`src/rtl/puf_crp_pkg.sv`:
```
// Shared definitions for the arbiter-PUF challenge/response driver.
//   - state_t    : driver FSM states
//   - LFSR_TAPS  : feedback taps of the 12-bit challenge LFSR (bits 11,10,9,3)
//   - *_DEF      : default CHAL_W, RESP_BITS, SETTLE_CYCLES
//   - cnt_w()    : counter width able to hold 0..n-1 (at least 1 bit)
package puf_crp_pkg;

  typedef enum logic [2:0] {
    IDLE,
    ARM,
    LAUNCH,
    SETTLE,
    SAMPLE,
    DONE
  } state_t;

  localparam logic [11:0] LFSR_TAPS = 12'hE08;

  localparam int CHAL_W_DEF        = 12;
  localparam int RESP_BITS_DEF     = 16;
  localparam int SETTLE_CYCLES_DEF = 4;

  function automatic int cnt_w(input int n);
    return (n <= 2) ? 1 : $clog2(n);
  endfunction

endpackage

```
`src/rtl/puf_lfsr12.sv`:
```
// 12-bit Fibonacci LFSR producing PUF challenges.
// Ports:
//   clk, clr  : clock, asynchronous active-high reset (state returns to SEED)
//   load      : write load_val into the register (zero is replaced by 1)
//   load_val  : value to load
//   step      : advance one shift-left step
//   q         : current LFSR state
module puf_lfsr12
  import puf_crp_pkg::*;
#(
  parameter logic [11:0] SEED = 12'h001
) (
  input  logic        clk,
  input  logic        clr,
  input  logic        load,
  input  logic [11:0] load_val,
  input  logic        step,
  output logic [11:0] q
);

  logic [11:0] q_q;
  logic [11:0] q_d;

  always_comb begin
    q_d = q_q;
    if (load) begin
      // The all-zero state would lock the LFSR, so it is never loaded.
      q_d = (load_val == 12'h000) ? 12'h001 : load_val;
    end else if (step) begin
      q_d = {q_q[10:0], ^(q_q & LFSR_TAPS)};
    end
  end

  always_ff @(posedge clk or posedge clr) begin
    if (clr) q_q <= SEED;
    else     q_q <= q_d;
  end

  assign q = q_q;

endmodule

```
`src/rtl/puf_crp_driver.sv`:
```
// Challenge-response driver for one feed-forward arbiter PUF level.
// Each response bit runs IDLE/ARM -> LAUNCH -> SETTLE -> SAMPLE; RESP_BITS bits
// are packed MSB-first into resp and offered to the host with valid/ready.
// Ports:
//   clk, clr          : clock, asynchronous active-high reset
//   start             : request one response word (IDLE only)
//   seed_load, seed   : reload the challenge LFSR (IDLE only, beats start)
//   C                 : challenge bus, equals the LFSR state
//   puf_clr, launch   : PUF line clear / race launch
//   r                 : arbiter output, asynchronous to clk
//   resp, resp_valid  : collected word and its valid flag
//   resp_ready        : host accepts resp
//   busy              : high in every state except IDLE
module puf_crp_driver
  import puf_crp_pkg::*;
#(
  parameter int                CHAL_W        = CHAL_W_DEF,
  parameter int                RESP_BITS     = RESP_BITS_DEF,
  parameter int                SETTLE_CYCLES = SETTLE_CYCLES_DEF,
  parameter logic [CHAL_W-1:0] LFSR_SEED     = 12'h001
) (
  input  logic                 clk,
  input  logic                 clr,
  input  logic                 start,
  input  logic                 seed_load,
  input  logic [CHAL_W-1:0]    seed,
  output logic [CHAL_W-1:0]    C,
  output logic                 puf_clr,
  output logic                 launch,
  input  logic                 r,
  output logic [RESP_BITS-1:0] resp,
  output logic                 resp_valid,
  input  logic                 resp_ready,
  output logic                 busy
);

  localparam int BIT_CNT_W = cnt_w(RESP_BITS);
  localparam int SETTLE_W  = cnt_w(SETTLE_CYCLES);

  localparam logic [BIT_CNT_W-1:0] BIT_LAST    = BIT_CNT_W'(RESP_BITS - 1);
  localparam logic [SETTLE_W-1:0]  SETTLE_LOAD = SETTLE_W'(SETTLE_CYCLES - 1);

  state_t                 state_q;
  logic [BIT_CNT_W-1:0]   bit_cnt_q;
  logic [SETTLE_W-1:0]    settle_q;
  logic [RESP_BITS-1:0]   resp_q;
  logic                   resp_valid_q;
  logic                   puf_clr_q;
  logic                   launch_q;
  logic                   busy_q;
  logic [11:0]            lfsr_q;

  (* ASYNC_REG = "TRUE" *) logic r_meta_q;
  (* ASYNC_REG = "TRUE" *) logic r_sync_q;

  logic lfsr_load;
  logic lfsr_step;

  assign lfsr_load = (state_q == IDLE) && seed_load;
  assign lfsr_step = (state_q == SAMPLE);

  puf_lfsr12 #(
    .SEED (LFSR_SEED)
  ) u_lfsr (
    .clk      (clk),
    .clr      (clr),
    .load     (lfsr_load),
    .load_val (seed),
    .step     (lfsr_step),
    .q        (lfsr_q)
  );

  // r is asynchronous: two flops before it is used
  always_ff @(posedge clk or posedge clr) begin
    if (clr) begin
      r_meta_q <= 1'b0;
      r_sync_q <= 1'b0;
    end else begin
      r_meta_q <= r;
      r_sync_q <= r_meta_q;
    end
  end

  // FSM with registered outputs: each output takes the value of the state being entered
  always_ff @(posedge clk or posedge clr) begin
    if (clr) begin
      state_q      <= IDLE;
      bit_cnt_q    <= '0;
      settle_q     <= '0;
      resp_q       <= '0;
      resp_valid_q <= 1'b0;
      puf_clr_q    <= 1'b1;
      launch_q     <= 1'b0;
      busy_q       <= 1'b0;
    end else begin
      unique case (state_q)
        IDLE: begin
          // seed_load wins; the LFSR load itself happens in u_lfsr
          if (!seed_load && start) begin
            bit_cnt_q <= '0;
            resp_q    <= '0;
            busy_q    <= 1'b1;
            state_q   <= ARM;
          end
        end
        ARM: begin
          puf_clr_q <= 1'b0;
          launch_q  <= 1'b1;
          state_q   <= LAUNCH;
        end
        LAUNCH: begin
          settle_q <= SETTLE_LOAD;
          state_q  <= SETTLE;
        end
        SETTLE: begin
          if (settle_q == '0) state_q  <= SAMPLE;
          else                settle_q <= settle_q - SETTLE_W'(1);
        end
        SAMPLE: begin
          resp_q    <= {resp_q[RESP_BITS-2:0], r_sync_q};
          bit_cnt_q <= bit_cnt_q + BIT_CNT_W'(1);
          puf_clr_q <= 1'b1;
          launch_q  <= 1'b0;
          if (bit_cnt_q == BIT_LAST) begin
            resp_valid_q <= 1'b1;
            state_q      <= DONE;
          end else begin
            state_q <= ARM;
          end
        end
        DONE: begin
          if (resp_ready) begin
            resp_valid_q <= 1'b0;
            busy_q       <= 1'b0;
            state_q      <= IDLE;
          end
        end
        default: begin
          state_q <= IDLE;
        end
      endcase
    end
  end

  assign C          = lfsr_q;
  assign puf_clr    = puf_clr_q;
  assign launch     = launch_q;
  assign resp       = resp_q;
  assign resp_valid = resp_valid_q;
  assign busy       = busy_q;

endmodule

```
`config.mk`:
```
export PLATFORM = sky130hd
export DESIGN_NAME = puf_crp_driver
export DESIGN_NICKNAME = d
export VERILOG_FILES = /design/src/rtl/puf_crp_pkg.sv /design/src/rtl/puf_lfsr12.sv /design/src/rtl/puf_crp_driver.sv
export SDC_FILE = /design/constraint.sdc
export NUM_CORES = 1
export LEC_CHECK = 0
export CAP_MARGIN = 0
export CORE_ASPECT_RATIO = 1.2
export CORE_MARGIN = 8
export CORE_UTILIZATION = 52
export DETAILED_ROUTE_END_ITERATION = 8
export PLACE_DENSITY_LB_ADDON = 0.08
export SLEW_MARGIN = 20
export SYNTH_ARGS = -nofsm -noshare
export SYNTH_HDL_FRONTEND = slang
export SYNTH_SLANG_ARGS = --single-unit
```
`constraint.sdc`:
```
create_clock -name clk -period 3.23 [get_ports clk]
set_input_delay 0.646 -clock clk [delete_from_list [all_inputs] [get_ports clk]]
set_output_delay 0.646 -clock clk [all_outputs]
set_load 0.02 [all_outputs]
```
==> results.yml <==
status:
  status: "finished, final reports clean"
synth:
  synth_top_family_by_area: "compound AO/OA/AOI/OAI gates"
  synth_compound_area_share_pct: 21.50
  synth_cells: 173
  synth_mux_area_share_pct: 0.5829
  yosys.area_share.simple_pct: 13.60
  synth_seq_cells: 43
  synthesis.nets: 193
  synth-xor-area-share_pct: 1.360
  yosysSeqAreaShare_pct: 55.83
  syn_avg_cell_area_um2: 11.17
  syn_area_mm2: 0.001932
  synth.distinct_cells: 37
  synthAdderAreaFrac_pct: 1.295
  yosysWarnings: 0
critical_path:
  crit_type: "reg -> out"
  crit_path_end_kind: "primary output"
  rr_worst_depth: 4
  critPathMaxFanout: 3
  cp.arrival_ps: 1440
  slowest_stage: "clkdlybuf4s50_1"
  critPathTopFamily: "buffers and inverters"
  worstSetupStartpointType: "flip-flop"
  crit_cells: 1
  crit_required_ps: 2580
  slowest_delay_ps: 600
  cp_cell_sequence: "clkdlybuf4s50_1"
  critPathBufInv: 1
  reg2reg_slack_ps: 1280
clocking:
  insertion_delay_ps: 290
  ctsResizeCount: 0
  path_clk_slew_ps: 80
  root_buffer: "clkbuf_8"
  cts_setup_buffers: 0
  cts_tree: "yes"
  cts_buffers: 5
  htree_levels: 2
  cts_sinks: 43
  hold_buffers: 0
  clk_path_buf_depth: 2
layout:
  num_antenna_cells: 0
  area_delta_synth_final_pct: 29.02
  drive_gt1_share_pct: 9.009
  final_cell_area_mm2: 0.002492
  fill_cells: 304
  final_cell_count_no_fill: 261
  finalNetCount: 241
  final_util_pct: 69.17
floorplan:
  die_h_um: 82.77
  die_w_um: 71.64
  io_pins: 50
  core_area_mm2: 0.003603
  initial_utilization_pct: 53.61
  rows: 24
  die-area_mm2: 0.005930
global_route:
  grt_max_degree: 44
  grt_pass1_vias: 1504
  grt_overflow: 0
  grt_pass1_wl_um: 7189
  gr-usage-all-layers_pct: 15.48
  antenna_found_initial: 0
routing:
  drt_first_pass_iters: 4
  routed-via-count: 1501
  routed_via_density: 5.751
  wirelength_um: 4386
  post-route-drc-count: 0
  postRouteAntennaNets: 0
  wl_per_cell_um: 16.80
  drt-initial-drc-count: 83
placement:
  dpl.hpwl_um: 3194
  numPortBuffers: 49
  pre_cts_ws_ps: 927.4
  place_area_mm2: 0.002407
  dp_cells: 253
  gp_congestion: 0.8662
sta:
  hold_violations: 0
  finalCritPeriodShare_pct: 64.63
  skew_ps: 5.765
  maxSlewHeadroom_pct: 46.91
  fin_setup_tns_ps: 0
  setup_viol: 0
  rsz0062_at_grt: "false"
  clock.fmax_ghz: 0.4791
  worst_hold_slack_ps: 355.0
  min_period_ps: 2087
  worst_pin_slew_ps: 796.2
  final_max_slew_viol_count: 0
  setup_ws_ps: 1143
power:
  p_leak_nw: 1.087
  ir_drop_uv: 512.0
  power_density_mw_per_mm2: 845.9
  finalPower_mw: 2.108
job:
  drv.max_cap_violation_count: 0
min_path:
  min_path_type: "reg -> reg"
  hold_depth: 0
==> Yosys cell counts (all sizes together) <==
library cell,n,area share (%)
nor4,2,0.65
nand2,19,3.7
clkbuf,1,0.19
and2,1,0.32
a22o,18,8.2
nor2,12,2.3
nor2b,2,0.65
nor3,6,1.6
ha,2,1.3
nand4,2,0.65
a22oi,8,3.1
nor4b,1,0.78
nand3,2,0.52
or3b,1,0.45
xnor2,2,0.91
mux2,1,0.58
a21oi,1,0.26
a31oi,3,2.1
a211oi,1,0.39
nor3b,2,1.4
o21ai,15,4.3
dfstp,2,2.7
o22ai,6,1.9
dfrtp,41,53
a32oi,2,0.91
inv,6,1.2
xor2,1,0.45
buf,10,4.5
nand2b,2,0.65
o21bai,1,0.39
==> layout make-up <==
cell class | instances | area [µm²] | area share, %
clock buffer | 6 | 72.57 | 2.912
clock inverter | 2 | 12.51 | 0.5020
inverter | 6 | 22.52 | 0.9036
multi-input combinational | 113 | 744.5 | 29.87
sequential | 43 | 1079 | 43.27
tap | 39 | 48.80 | 1.958
timing repair buffer | 52 | 513.0 | 20.58
==> sequential cells by signal, summed over array words and instances (netlist names), 2 cells and up <==
register and cells:
state_q 3, bit_cnt_q 4, settle_q 2, u_lfsr.q 12
resp 16
==> where the power goes <==
group / total [mW] / internal [mW] / switching (mW)
logic: 0.878 / 0.423 / 0.455
clock network: 0.322 / 0.151 / 0.171
registers: 0.908 / 0.710 / 0.198
==> worst register-to-register path: stages (launching register included) <==
cell     delay (ps)
dfrtp_1         570
nor3b_4         740
buf_4           330
nand4_1         130
o21ai_2         130
==> final timing paths <==
path | from | end
max | u_lfsr.q[0] | C[0]
min | r_meta_q | r_sync_q
max reg2reg | state_q[2] | bit_cnt_q[3]
min reg2reg | r_meta_q | r_sync_q
max in group asynchronous | clr | puf_clr
min in group asynchronous | clr | resp[7]
==> cells by family (layout without fill, tap and decap cells) <==
group                      count (synthesis)  in the layout
and+or+nand+nor                           52             52
muxes                                      1              1
DFF                                       43             43
AOI/OAI and AO/OA                         55             55
xor gates and xnor gates                   3              3
adders and majority gates                  2              2
buffers and inverters                     17             66
==> layer usage <==
layer	track usage (%)	routed length [µm]	part of all wire [%]	up-vias
li1	-	-	-	725
met1	18.18	1929	44	721
met2	25.55	2064	47	50
met3	5.649	333	7.6	5
met4	5.930	58	1.3	0
met5	0	0	0	-
==> placed cells by master, fill, tap and decap left out, drive strengths merged, types with 3 or more instances in the layout <==
cell / synthesis / layout
a22o: 18 / 18
a22oi: 8 / 8
a31oi: 3 / 3
buf: 10 / 3
clkbuf: 1 / 6
clkdlybuf4s50: 0 / 49
dfrtp: 41 / 41
inv: 6 / 6
nand2: 19 / 19
nor2: 12 / 12
nor3: 6 / 6
o21ai: 15 / 15
o22ai: 6 / 6
No activity file was read; power rests on OpenSTA's default activity.
